<file path="src/rtl/pipe_stage_reg.sv">
// Elastic pipeline register of DEPTH stages with valid/ready handshake, flush and stall counting.
// All state changes on the falling edge of clk; rst is synchronous.
module pipe_stage_reg #(
  parameter int DATA_W         = 107,
  parameter int DEPTH          = 1,
  parameter bit CLEAR_ON_FLUSH = 1'b1
) (
  input  logic              clk,
  input  logic              rst,
  input  logic              in_valid,
  input  logic [DATA_W-1:0] in_data,
  output logic              in_ready,
  output logic              out_valid,
  output logic [DATA_W-1:0] out_data,
  input  logic              out_ready,
  input  logic              flush,
  output logic [2:0]        occupancy,
  output logic [15:0]       stall_cnt
);

  logic [DEPTH-1:0]  valid_q, valid_d;
  logic [DEPTH-1:0]  adv;
  logic [DATA_W-1:0] data_q [DEPTH];
  logic [DATA_W-1:0] data_d [DEPTH];
  logic [2:0]        occ_q, occ_d;
  logic [15:0]       stall_q, stall_d;
  logic              in_fire;

  // A stage advances when it holds an item and the slot ahead is empty or itself advancing.
  always_comb begin
    adv = '0;
    adv[DEPTH-1] = valid_q[DEPTH-1] & out_ready;
    for (int i = DEPTH - 2; i >= 0; i--) begin
      adv[i] = valid_q[i] & (~valid_q[i+1] | adv[i+1]);
    end
    in_ready = (~valid_q[0] | adv[0]) & ~flush;
    in_fire  = in_valid & in_ready;
  end

  always_comb begin
    valid_d = valid_q;
    for (int i = 0; i < DEPTH; i++) begin
      data_d[i] = data_q[i];
    end
    stall_d = stall_q;
    if (valid_q[DEPTH-1] && !out_ready && !flush && (stall_q != 16'hFFFF)) begin
      stall_d = stall_q + 16'd1;
    end

    if (flush) begin
      valid_d = '0;
      if (CLEAR_ON_FLUSH) begin
        for (int i = 0; i < DEPTH; i++) begin
          data_d[i] = '0;
        end
      end
    end else begin
      for (int i = DEPTH - 1; i >= 1; i--) begin
        if (adv[i-1]) begin
          valid_d[i] = 1'b1;
          data_d[i]  = data_q[i-1];
        end else if (adv[i]) begin
          valid_d[i] = 1'b0;
          if (CLEAR_ON_FLUSH) data_d[i] = '0;
        end
      end
      if (in_fire) begin
        valid_d[0] = 1'b1;
        data_d[0]  = in_data;
      end else if (adv[0]) begin
        valid_d[0] = 1'b0;
        if (CLEAR_ON_FLUSH) data_d[0] = '0;
      end
    end

    occ_d = '0;
    for (int i = 0; i < DEPTH; i++) begin
      occ_d = occ_d + 3'(valid_d[i]);
    end
  end

  always_ff @(negedge clk) begin
    if (rst) begin
      valid_q <= '0;
      for (int i = 0; i < DEPTH; i++) begin
        data_q[i] <= '0;
      end
      occ_q   <= '0;
      stall_q <= '0;
    end else begin
      valid_q <= valid_d;
      for (int i = 0; i < DEPTH; i++) begin
        data_q[i] <= data_d[i];
      end
      occ_q   <= occ_d;
      stall_q <= stall_d;
    end
  end

  assign out_valid = valid_q[DEPTH-1];
  assign out_data  = data_q[DEPTH-1];
  assign occupancy = occ_q;
  assign stall_cnt = stall_q;

endmodule

</file>
<file path="config.mk">
export PLATFORM = sky130hd
export DESIGN_NAME = pipe_stage_reg
export DESIGN_NICKNAME = d
export VERILOG_FILES = /design/src/rtl/pipe_stage_reg.sv
export SDC_FILE = /design/constraint.sdc
export NUM_CORES = 1
export LEC_CHECK = 0
export ABC_AREA = 1
export ABC_CLOCK_PERIOD_IN_PS = 1800
export BUFFER_PORTS_ARGS = -buffer_cell sky130_fd_sc_hd__buf_4
export CORE_MARGIN = 5
export CORE_UTILIZATION = 30
export CTS_CLUSTER_SIZE = 40
export DETAILED_ROUTE_END_ITERATION = 8
export GPL_ROUTABILITY_DRIVEN = 0
export PLACE_DENSITY = 0.64
export SETUP_SLACK_MARGIN = 0.2
export SYNTH_ARGS = -nofsm -noshare
export SYNTH_HDL_FRONTEND = slang
export SYNTH_SLANG_ARGS = --single-unit
</file>
<file path="constraint.sdc">
create_clock -name clk -period 1.8 [get_ports clk]
set_input_delay 0.36 -clock clk [delete_from_list [all_inputs] [get_ports clk]]
set_output_delay 0.36 -clock clk [all_outputs]
set_load 0.02 [all_outputs]
</file>
* Word level (Yosys, flattened, before mapping)
Memories as Yosys holds them, arrays and structs flattened.
Index checks and enable logic that the tools add are counted.
** Operators by class
- Reduce and logical (&&, ||, !) cells :: 6
- Div/mod/pow operators :: 0
- Shift-type cells :: 0
- $mul :: 0
- $add $sub $neg :: 1
- Multiplexer cells :: 11
- Bitwise logic cells :: 6
- Eq/ne operators :: 1
- $lt $le $gt $ge :: 0
** Operator list (number)
- $mux W107 :: 4
- $reduce_or A107 Y1 :: 1
- $add A16 B1 Y16 const B :: 1
- $ne A16 B16 Y1 const B :: 1
- $mux W1 :: 7
- $and A1 B1 Y1 :: 3
- $logic_and A1 B1 Y1 :: 3
- $logic_not A1 Y1 :: 2
- $not A1 Y1 :: 2
- $or A1 B1 Y1 :: 1
** Storage, ports and cells
- ROM bits :: 0
- Output and inout bits :: 128
- RAM bits :: 107
- Bits in registers :: 19
- Memories kept :: 1
- Latch bits :: 0
** Memory list
- data_q :: words 1, bits a word 107, read ports 1, clocked after memory_dff 0, wr ports 1, RTL line 23 : logic [DATA_W-1:0] data_q [DEPTH];

* Longest topological paths before layout
Gate-level depths: netlist of run 1.
- Depth in word-level cells :: 7
- Depth in mapped cells :: 9

==> results.txt, run 1 <==
nets = 1,173
Unique masters post-synth = 23
P_int = 5.68 mW
Pwr Density = 817 mW/mm^2
Setup Skew = 32.4 ps
RSZ-0062 raised after global routing = true
Pre-antenna DRT Iters = 5
vias per inst = 5.06
Post-Layout Cell Count = 1,293
critical path's slowest cell = dfxtp_4
Worst Hold Launch = data_q[0][37]
CP required = 1440 ps
initial core utilization = 0.306
Synth Register Bits = 124
met2 wire length = 11,300 um
top layer used by detailed routing = met4
arrival time worst endpoint = 2070 ps
DR iter-0 viols = 290
M1 wire length = 8410 um
Hold Fails Final Rpt = 0
core area = 0.0166 mm^2
share of layout cells above drive strength 1 = 0.505
cell with the most instances after synthesis = nand3_1
clk sink count = 124
Total GRT Usage = 0.203
final antenna-violating net count = 0
ys async rst share = 0
violated checks = setup timing
startpoint types = flop
Pins Over Slew Limit = 0
die height = 140 um
Sw Pwr = 2.75 mW
TNS Setup = -75,480 ps
CTS Hold Bufs = 0
Seq pwr share = 0.322
routed len/inst = 17.2 um
met3 wire length = 2070 um
Clk pwr share = 0.558
post-synthesis sequential area ratio = 0.487
Final WS setup = -629 ps
top_reg_cell synth = dfxtp_1
die width = 140 um
CTS HTree Levels = 4
Area Growth Syn to Fin = 102%
clock insertion delay at the later pin of the skew report = 470 ps
Avg Cell Area, Syn = 7.70 um^2
Max IR drop VDD = 0.000674 V
Post-Synthesis Cell Area = 0.00510 mm^2
ranking of synthesized cells by area = dfxtp_1 (49%), nand3_1 (23%), a21oi_1 (12%)
CP Capture Type = primary output
port buffer count = 237
Largest delay share family, worst path = flip-flops
CP peak stage delay = 340 ps
RR Startpoint = stall_cnt[0]
status = finished with violations
Buf/Inv on CP = 2
Crit. Startpoint = occupancy[0]
Worst-path clk slew = 40 ps
GRT overflow = 0
hpwl dp = 12,900 um
initial antenna violation count = 0
area share of the largest cell type after synthesis = 0.487
combinational share of power = 0.120
Static Leak = 4.58 nW
# rows = 47
cts bufs inserted = 17
largest net degree at the start of global routing = 45
Post-synth EDFFs = 0
area leader, netlist = dfxtp_1
Yosys warnings = 0
CTS max path bufs = 2
crit-path cells = a21oi_4 > buf_12 > buf_8
Crit Path Class = reg -> out
final setup violating endpoints = 243
final WL = 22,300 um
HP Class = reg -> reg
CTS tree = done
first-pass GRT wire length = 32,700 um
clock root buffer = clkbuf_16
DIE AREA = 0.0197 mm^2
drc violations = 0
via count = 6,543
largest fanout on the critical path = 2
# placed instances = 1,106
vias in the first global route = 6,707
Boundary Pins = 240
number of max-cap violations = 0
Sw Ratio = 0.326
top cells by count, synth = nand3_1 (231), dfxtp_1 (124), a21oi_1 (120)
Mapped Cells = 662
# diodes = 0
-- what timing repair did --
item / in CTS / in global routing
setup buffers: 11 / 4
pin swaps: 2 / 47
cloned: 5 / 12
gates resized for setup: 135 / 83
endpoints found under the setup margin: 250 / 250
-- final cells by class --
class	instances	area, um^2
inverters	16	76.3
clock buffers	17	425
clock inverters	139	644
well taps	220	275
repair buffers	315	3340
multi-input cells	462	2600
flip-flops and latches	124	2950
fillers	1441	6330
-- routing by layer --
layer	up-vias	GRT usage
met2	287	0.324
met3	42	0.0968
met5	-	0
li1	3124	-
met1	3090	0.221
met4	0	0.116
-- worst paths after layout --
kind	to	slack (ps)	depth (start not counted)
setup / recovery	in_ready	-630	3
hold / removal	data_q[0][37]	490	2
setup reg to reg	stall_cnt[11]	170	7
hold reg to reg	data_q[0][37]	490	2
-- worst min-delay path, cell delays in order (launching register included) --
cell	delay [ps]
dfxtp_4	340
nand3_2	60
a21oi_1	50
-- registers in the layout (all words and copies together) (netlist names) --
signal,cells
data_q,107
stall_cnt,16
occupancy,1
-- power by group through the flow --
stage                     combinational, mW  sequential (mW)  clock (mW)
after detailed placement              0.764             2.74       0.413
after global placement                0.763             2.74       0.413
final                                  1.01             2.71        4.70
after CTS                             0.879             2.71        4.85
after floorplan                       0.299             2.81       0.413
after global routing                   1.07             2.71        5.24
-- cells by family (layout without fill, tap and decap cells) --
family | Yosys count | in the layout | synth area share
AOI/OAI and AO/OA | 122 | 122 | 0.120
buffers and inverters | 79 | 487 | 0.0761
and+or+nand+nor | 335 | 337 | 0.314
other | 1 | 2 | 0.000735
DFF | 124 | 124 | 0.487
adders and majority gates | 1 | 1 | 0.00245
-- metrics by stage --
stage	hold slack [ps]	area [um^2]	setup slack, ps	util	total power [mW]
CTS	489	9700	-632	0.583	8.44
floorplan	500	5710	-281	-	3.52
finish	485	10300	-629	0.620	8.42
global route	500	10300	-686	0.620	9.02
global placement	470	7910	-535	0.475	3.91
detailed placement	475	7910	-591	0.475	3.92
-- cell usage in the layout, fill, tap and decap left out, drive strengths merged --
cell type,n
a21oi,120
and2,1
buf,305
bufbuf,1
bufinv,2
clkbuf,26
clkinv,1
clkinvlp,1
conb,2
dfxtp,124
ha,1
inv,151
nand2,51
nand3,233
nand4,2
nor2,48
nor3,2
o21ai,2
No activity file was read; power rests on OpenSTA's default activity.
==> inputs of run 2 (changes only) <==
--- a/config.mk
+++ b/config.mk
@@ -5,7 +5,6 @@
 export SDC_FILE = /design/constraint.sdc
 export NUM_CORES = 1
 export LEC_CHECK = 0
-export ABC_AREA = 1
 export ABC_CLOCK_PERIOD_IN_PS = 1800
 export BUFFER_PORTS_ARGS = -buffer_cell sky130_fd_sc_hd__buf_4
 export CORE_MARGIN = 5
@@ -13,7 +12,7 @@
 export CTS_CLUSTER_SIZE = 40
 export DETAILED_ROUTE_END_ITERATION = 8
 export GPL_ROUTABILITY_DRIVEN = 0
-export PLACE_DENSITY = 0.64
+export PLACE_DENSITY = 0.6
 export SETUP_SLACK_MARGIN = 0.2
 export SYNTH_ARGS = -nofsm -noshare
 export SYNTH_HDL_FRONTEND = slang
==> run 2 against run 1 <==
Net effect: the flow still finishes with violations (setup timing); sequential cell count unchanged; via count is 8.8% lower; highest routed layer unchanged; synthesized area shrank 12%; non-clock buffer count rose by 131; setup slack worse by 27 ps.
==> results.txt, run 2 <==
HP Class = reg -> reg
# rows = 44
core area = 0.0146 mm^2
die width = 132 um
cell with the most instances after synthesis = dfxtp_1
CTS max path bufs = 2
DIE AREA = 0.0174 mm^2
routed len/inst = 18.1 um
post-placement cell area = 0.00778 mm^2
CP required = 1440 ps
CTS tree = done
Pins Over Slew Limit = 0
die height = 132 um
Post-synth EDFFs = 0
Max IR drop VDD = 0.000595 V
ys async rst share = 0
CP peak stage delay = 330 ps
most frequent CP cell = buf_6
Avg Cell Area, Syn = 9.60 um^2
port buffer count = 237
vias in the first global route = 6,534
Crit Path Class = reg -> out
DR iter-0 viols = 286
clk sink count = 124
most frequent cells in the layout = buf_4 (249), buf_6 (147), inv_1 (124), dfxtp_4 (124), nor2_1 (110)
ranking of synthesized cells by area = dfxtp_1 (56%), a22oi_1 (18%), nor2_1 (9.6%)
Top reg by flops = data_q
post-synthesis sequential area ratio = 0.556
arrival time worst endpoint = 2100 ps
Worst-path clk slew = 30 ps
Total GRT Usage = 0.237
final WL = 21,900 um
largest net degree at the start of global routing = 56
Tot Pwr = 9.15 mW
violated checks = setup timing
Yosys warnings = 0
Hold Fails Final Rpt = 0
via count = 5,970
Sw Ratio = 0.304
max reg flops = 107
startpoint types = flop
Buf/Inv on CP = 2
first-pass GRT wire length = 33,700 um
Mapped Cells = 465
largest fanout on the critical path = 2
initial antenna violation count = 0
Pre-antenna DRT Iters = 4
Boundary Pins = 240
Unique masters post-synth = 38
final antenna-violating net count = 0
cts bufs inserted = 17
number of max-cap violations = 0
Post-Synthesis Cell Area = 0.00447 mm^2
Setup Skew = 23.8 ps
crit-path cells = nor2b_4 > buf_6 > nor2_4 > buf_6
P_int = 6.37 mW
drc violations = 0
status = finished with violations
# diodes = 0
top cells by count, synth = dfxtp_1 (124), nor2_1 (114), a22oi_1 (107)
Finished Cell Area = 0.0115 mm^2
nets = 1,127
combinational share of power = 0.154
vias per inst = 4.93
TNS Setup = -106,920 ps
area leader, netlist = dfxtp_1
Synth Register Bits = 124
CTS Hold Bufs = 0
Static Leak = 5.38 nW
most common cell after layout, fill and taps aside = buf_4
area share of the largest cell type after synthesis = 0.556
RR Startpoint = occupancy[0]
clock root buffer = clkbuf_16
critical path's slowest cell = dfxtp_4
Largest delay share family, worst path = flip-flops
GRT overflow = 0
Sw Pwr = 2.78 mW
Clk pwr share = 0.550
worst hold slack = 491 ps
hpwl dp = 11,400 um
clock insertion delay at the later pin of the skew report = 460 ps
Final Util = 0.788
RSZ-0062 raised after global routing = true
Worst Hold Launch = data_q[0][74]
initial core utilization = 0.306
Seq pwr share = 0.296
Pwr Density = 796 mW/mm^2
Crit. Startpoint = occupancy[0]
final setup violating endpoints = 249
CP Capture Type = primary output
CTS HTree Levels = 4
Final WS setup = -656 ps
top_reg_cell synth = dfxtp_1
share of layout cells above drive strength 1 = 0.723
Area Growth Syn to Fin = 157%
-- run 2: changes by cell type after synthesis, moves of 4 or more --
cell | before | now
a21oi_1 | 120 | 12
nor2_1 | 45 | 114
buf_4 | 7 | 3
inv_1 | 15 | 2
o21ai_0 | 2 | 8
buf_2 | 28 | 12
or3_1 | 0 | 6
a22oi_1 | 0 | 107
nand3_1 | 231 | 4
nand2_1 | 46 | 4
and4_1 | 0 | 4
-- run 2: logic make-up (layout without fill, tap and decap cells) --
family,count (synthesis),after routing,share of synthesized area
AOI/OAI and AO/OA,134,135,0.219
xor gates and xnor gates,1,1,0.00196
adders and majority gates,1,1,0.00280
buffers and inverters,43,603,0.0437
DFF,124,124,0.556
muxes,2,2,0.00448
other,1,2,0.000840
and+or+nand+nor,159,159,0.172
-- run 2: what timing repair did --
action,CTS,global route
endpoints found under the setup margin,250,250
buffers inserted,105,38
gates resized for setup,173,45
gates cloned,23,1
pin swaps,43,40
-- run 2: worst min-delay path, stage by stage (launching register included) --
cell	delay (ps)
dfxtp_4	340
a22oi_2	50
nor2_1	70
-- run 2: final timing paths --
check / to / slack (ps) / depth (start not counted)
worst min-delay path: data_q[0][74] / 490 / 2
worst min register to register: data_q[0][74] / 490 / 2
worst max-delay path: in_ready / -660 / 4
worst max register to register: data_q[0][43] / -110 / 12
-- run 2: metrics by stage --
stage | worst slack, ps | instances
global placement | -704 | 889
floorplan | -494 | 466
global route | -722 | 1211
CTS | -664 | 1172
finish | -656 | 1211
detailed placement | -741 | 889
-- run 2: layout make-up --
| type | instances | area [um^2] |
|---|---|---|
| Sequential cell | 124 | 2950 |
| Clock buffer | 17 | 425 |
| Fill cell | 884 | 3090 |
| Multi-Input combinational cell | 300 | 2470 |
| Clock inverter | 139 | 698 |
| Timing Repair Buffer | 446 | 4710 |
| Inverter | 1 | 16.3 |
| Tap cell | 184 | 230 |
-- run 2: power by group through the flow --
| stage | clock network [mW] | registers [mW] | logic, mW |
|---|---|---|---|
| 6_report | 5.03 | 2.71 | 1.41 |
| 5_1_grt | 5.52 | 2.71 | 1.48 |
| 4_1_cts | 5.08 | 2.71 | 1.33 |
| 3_5_place_dp | 0.413 | 2.75 | 0.870 |
| 3_3_place_gp | 0.413 | 2.74 | 0.856 |
| 2_1_floorplan | 0.413 | 2.81 | 0.450 |
-- run 2: per-layer routing --
| metal | share of wire | up-vias | wire [um] | track usage |
|---|---|---|---|---|
| met5 | 0 | - | 0 | 0 |
| met4 | 0.028 | 0 | 616 | 0.118 |
| met3 | 0.069 | 49 | 1520 | 0.0958 |
| met2 | 0.52 | 266 | 11400 | 0.391 |
| met1 | 0.38 | 2849 | 8370 | 0.265 |
| li1 | - | 2806 | - | - |
==> inputs of run 3 (changes only) <==
--- a/config.mk
+++ b/config.mk
@@ -13,6 +13,7 @@
 export DETAILED_ROUTE_END_ITERATION = 8
 export GPL_ROUTABILITY_DRIVEN = 0
 export PLACE_DENSITY = 0.6
+export REMOVE_ABC_BUFFERS = 1
 export SETUP_SLACK_MARGIN = 0.2
 export SYNTH_ARGS = -nofsm -noshare
 export SYNTH_HDL_FRONTEND = slang
==> run 3 against run 2 <==
Net effect: the run still ends with setup timing left; non-clock buffer count decreased by 71; hold slack got worse by 1.8 ps; die area unchanged; register-to-register slack about the same; setup slack improved by 16 ps; power decreased by 4.3%.
==> results.txt, run 3 (same netlist as run 2, synthesis figures left out) <==
hpwl dp = 10,300 um
critical path's slowest cell = dfxtp_2
cts bufs inserted = 17
status = finished with violations
first-pass GRT wire length = 30,700 um
Setup Skew = 43.6 ps
Total GRT Usage = 0.217
max reg flops = 107
Pwr Density = 847 mW/mm^2
Pre-antenna DRT Iters = 4
Worst-path clk slew = 30 ps
Sw Pwr = 2.80 mW
routed len/inst = 19.8 um
Static Leak = 4.85 nW
Pins Over Slew Limit = 0
vias in the first global route = 6,107
startpoint types = flop
TNS Setup = -98,470 ps
drc violations = 0
Final WS setup = -640 ps
P_int = 5.96 mW
# placed instances = 881
Worst Setup Slack post-DPL = -761 ps
CP peak stage delay = 310 ps
die width = 132 um
most frequent cells in the layout = buf_4 (199), buf_6 (144), inv_1 (125), dfxtp_2 (121), nor2_1 (110)
# rows = 44
final setup violating endpoints = 249
Largest delay share family, worst path = flip-flops
number of max-cap violations = 0
port buffer count = 237
violated checks = setup timing
HP Class = reg -> reg
clk sink count = 124
final antenna-violating net count = 0
CP Capture Type = primary output
combinational share of power = 0.143
largest fanout on the critical path = 2
Buf/Inv on CP = 2
clock root buffer = clkbuf_16
die height = 132 um
Tot Pwr = 8.76 mW
final WL = 22,600 um
Fillers = 1,012
DIE AREA = 0.0174 mm^2
nets = 1,056
Post-Layout Cell Count = 1,140
initial core utilization = 0.306
initial antenna violation count = 0
largest net degree at the start of global routing = 59
# diodes = 0
Boundary Pins = 240
crit-path cells = nor2b_4 > buf_6 > nor2_4 > buf_6
clock insertion delay at the later pin of the skew report = 480 ps
Crit Path Class = reg -> out
vias per inst = 5.04
core area = 0.0146 mm^2
GRT overflow = 0
most common cell after layout, fill and taps aside = buf_4
Max IR drop VDD = 0.000614 V
via count = 5,751
Seq pwr share = 0.328
CTS max path bufs = 2
Area Growth Syn to Fin = 131%
CP required = 1440 ps
most frequent CP cell = buf_6
arrival time worst endpoint = 2080 ps
Sw Ratio = 0.320
DR iter-0 viols = 271
Clk pwr share = 0.530
RSZ-0062 raised after global routing = true
share of layout cells above drive strength 1 = 0.705
CTS HTree Levels = 4
Hold Fails Final Rpt = 0
Top reg by flops = data_q
CTS tree = done
==> run 3: changes by cell type in the layout (fill, tap and decap cells not counted), sizes merged <==
cell	before	now
inv	132	131
clkinvlp	0	2
clkinv	3	5
bufinv	5	2
bufbuf	1	0
clkbuf	18	25
buf	444	367
==> run 3: final cells by class <==
type | instances | area [um^2] | share of cell area
inverters | 1 | 3.75 | 0.000363
repair buffers | 375 | 3900 | 0.377
multi-input cells | 300 | 2510 | 0.243
flip-flops and latches | 124 | 2650 | 0.256
well taps | 184 | 230 | 0.0223
clock buffers | 17 | 425 | 0.0412
clock inverters | 139 | 629 | 0.0609
==> run 3: repair_timing <==
action | CTS | global route
hold buffers | 0 | 0
resized for setup | 328 | 105
pin swaps | 7 | 25
setup buffers | 23 | 58
setup endpoints to repair | 250 | 250
cloned | 12 | 11
==> run 3: layer usage <==
layer / track usage / part of all wire / vias to the layer above
li1: - / - / 2661
met1: 0.224 / 0.37 / 2760
met2: 0.357 / 0.52 / 266
met3: 0.0966 / 0.075 / 64
met4: 0.142 / 0.039 / 0
met5: 0 / 0 / -
==> run 3: through the flow <==
step,utilization,hold WS (ps),cell area [um^2]
after detailed placement,0.455,486,6640
after global routing,0.709,508,10300
after global placement,0.455,480,6640
after floorplan,-,565,4280
final,0.709,489,10300
after CTS,0.630,493,9200
==> run 3: power by group through the flow <==
stage / registers [mW] / clock network, mW / logic, mW
2_1_floorplan: 2.95 / 0.420 / 0.219
6_report: 2.87 / 4.64 / 1.25
3_5_place_dp: 2.89 / 0.420 / 0.678
5_1_grt: 2.87 / 5.09 / 1.31
3_3_place_gp: 2.88 / 0.420 / 0.668
4_1_cts: 2.87 / 4.70 / 1.00
==> run 3: path summary, 6_finish.rpt <==
kind	start	to	slack, ps	depth (start not counted)
setup / recovery	occupancy[0]	in_ready	-640	4
setup reg to reg	stall_cnt[0]	stall_cnt[11]	-100	7
hold reg to reg	data_q[0][54]	data_q[0][54]	490	2
hold / removal	data_q[0][54]	data_q[0][54]	490	2
==> run 3: worst register-to-register path, delay by kind of cell, from the launching register on <==
kind | cells | cell delay [ps]
and+or+nand+nor | 3 | 760
buffers and inverters | 2 | 350
DFF | 1 | 340
adders and majority gates | 1 | 220
AOI/OAI and AO/OA | 1 | 150
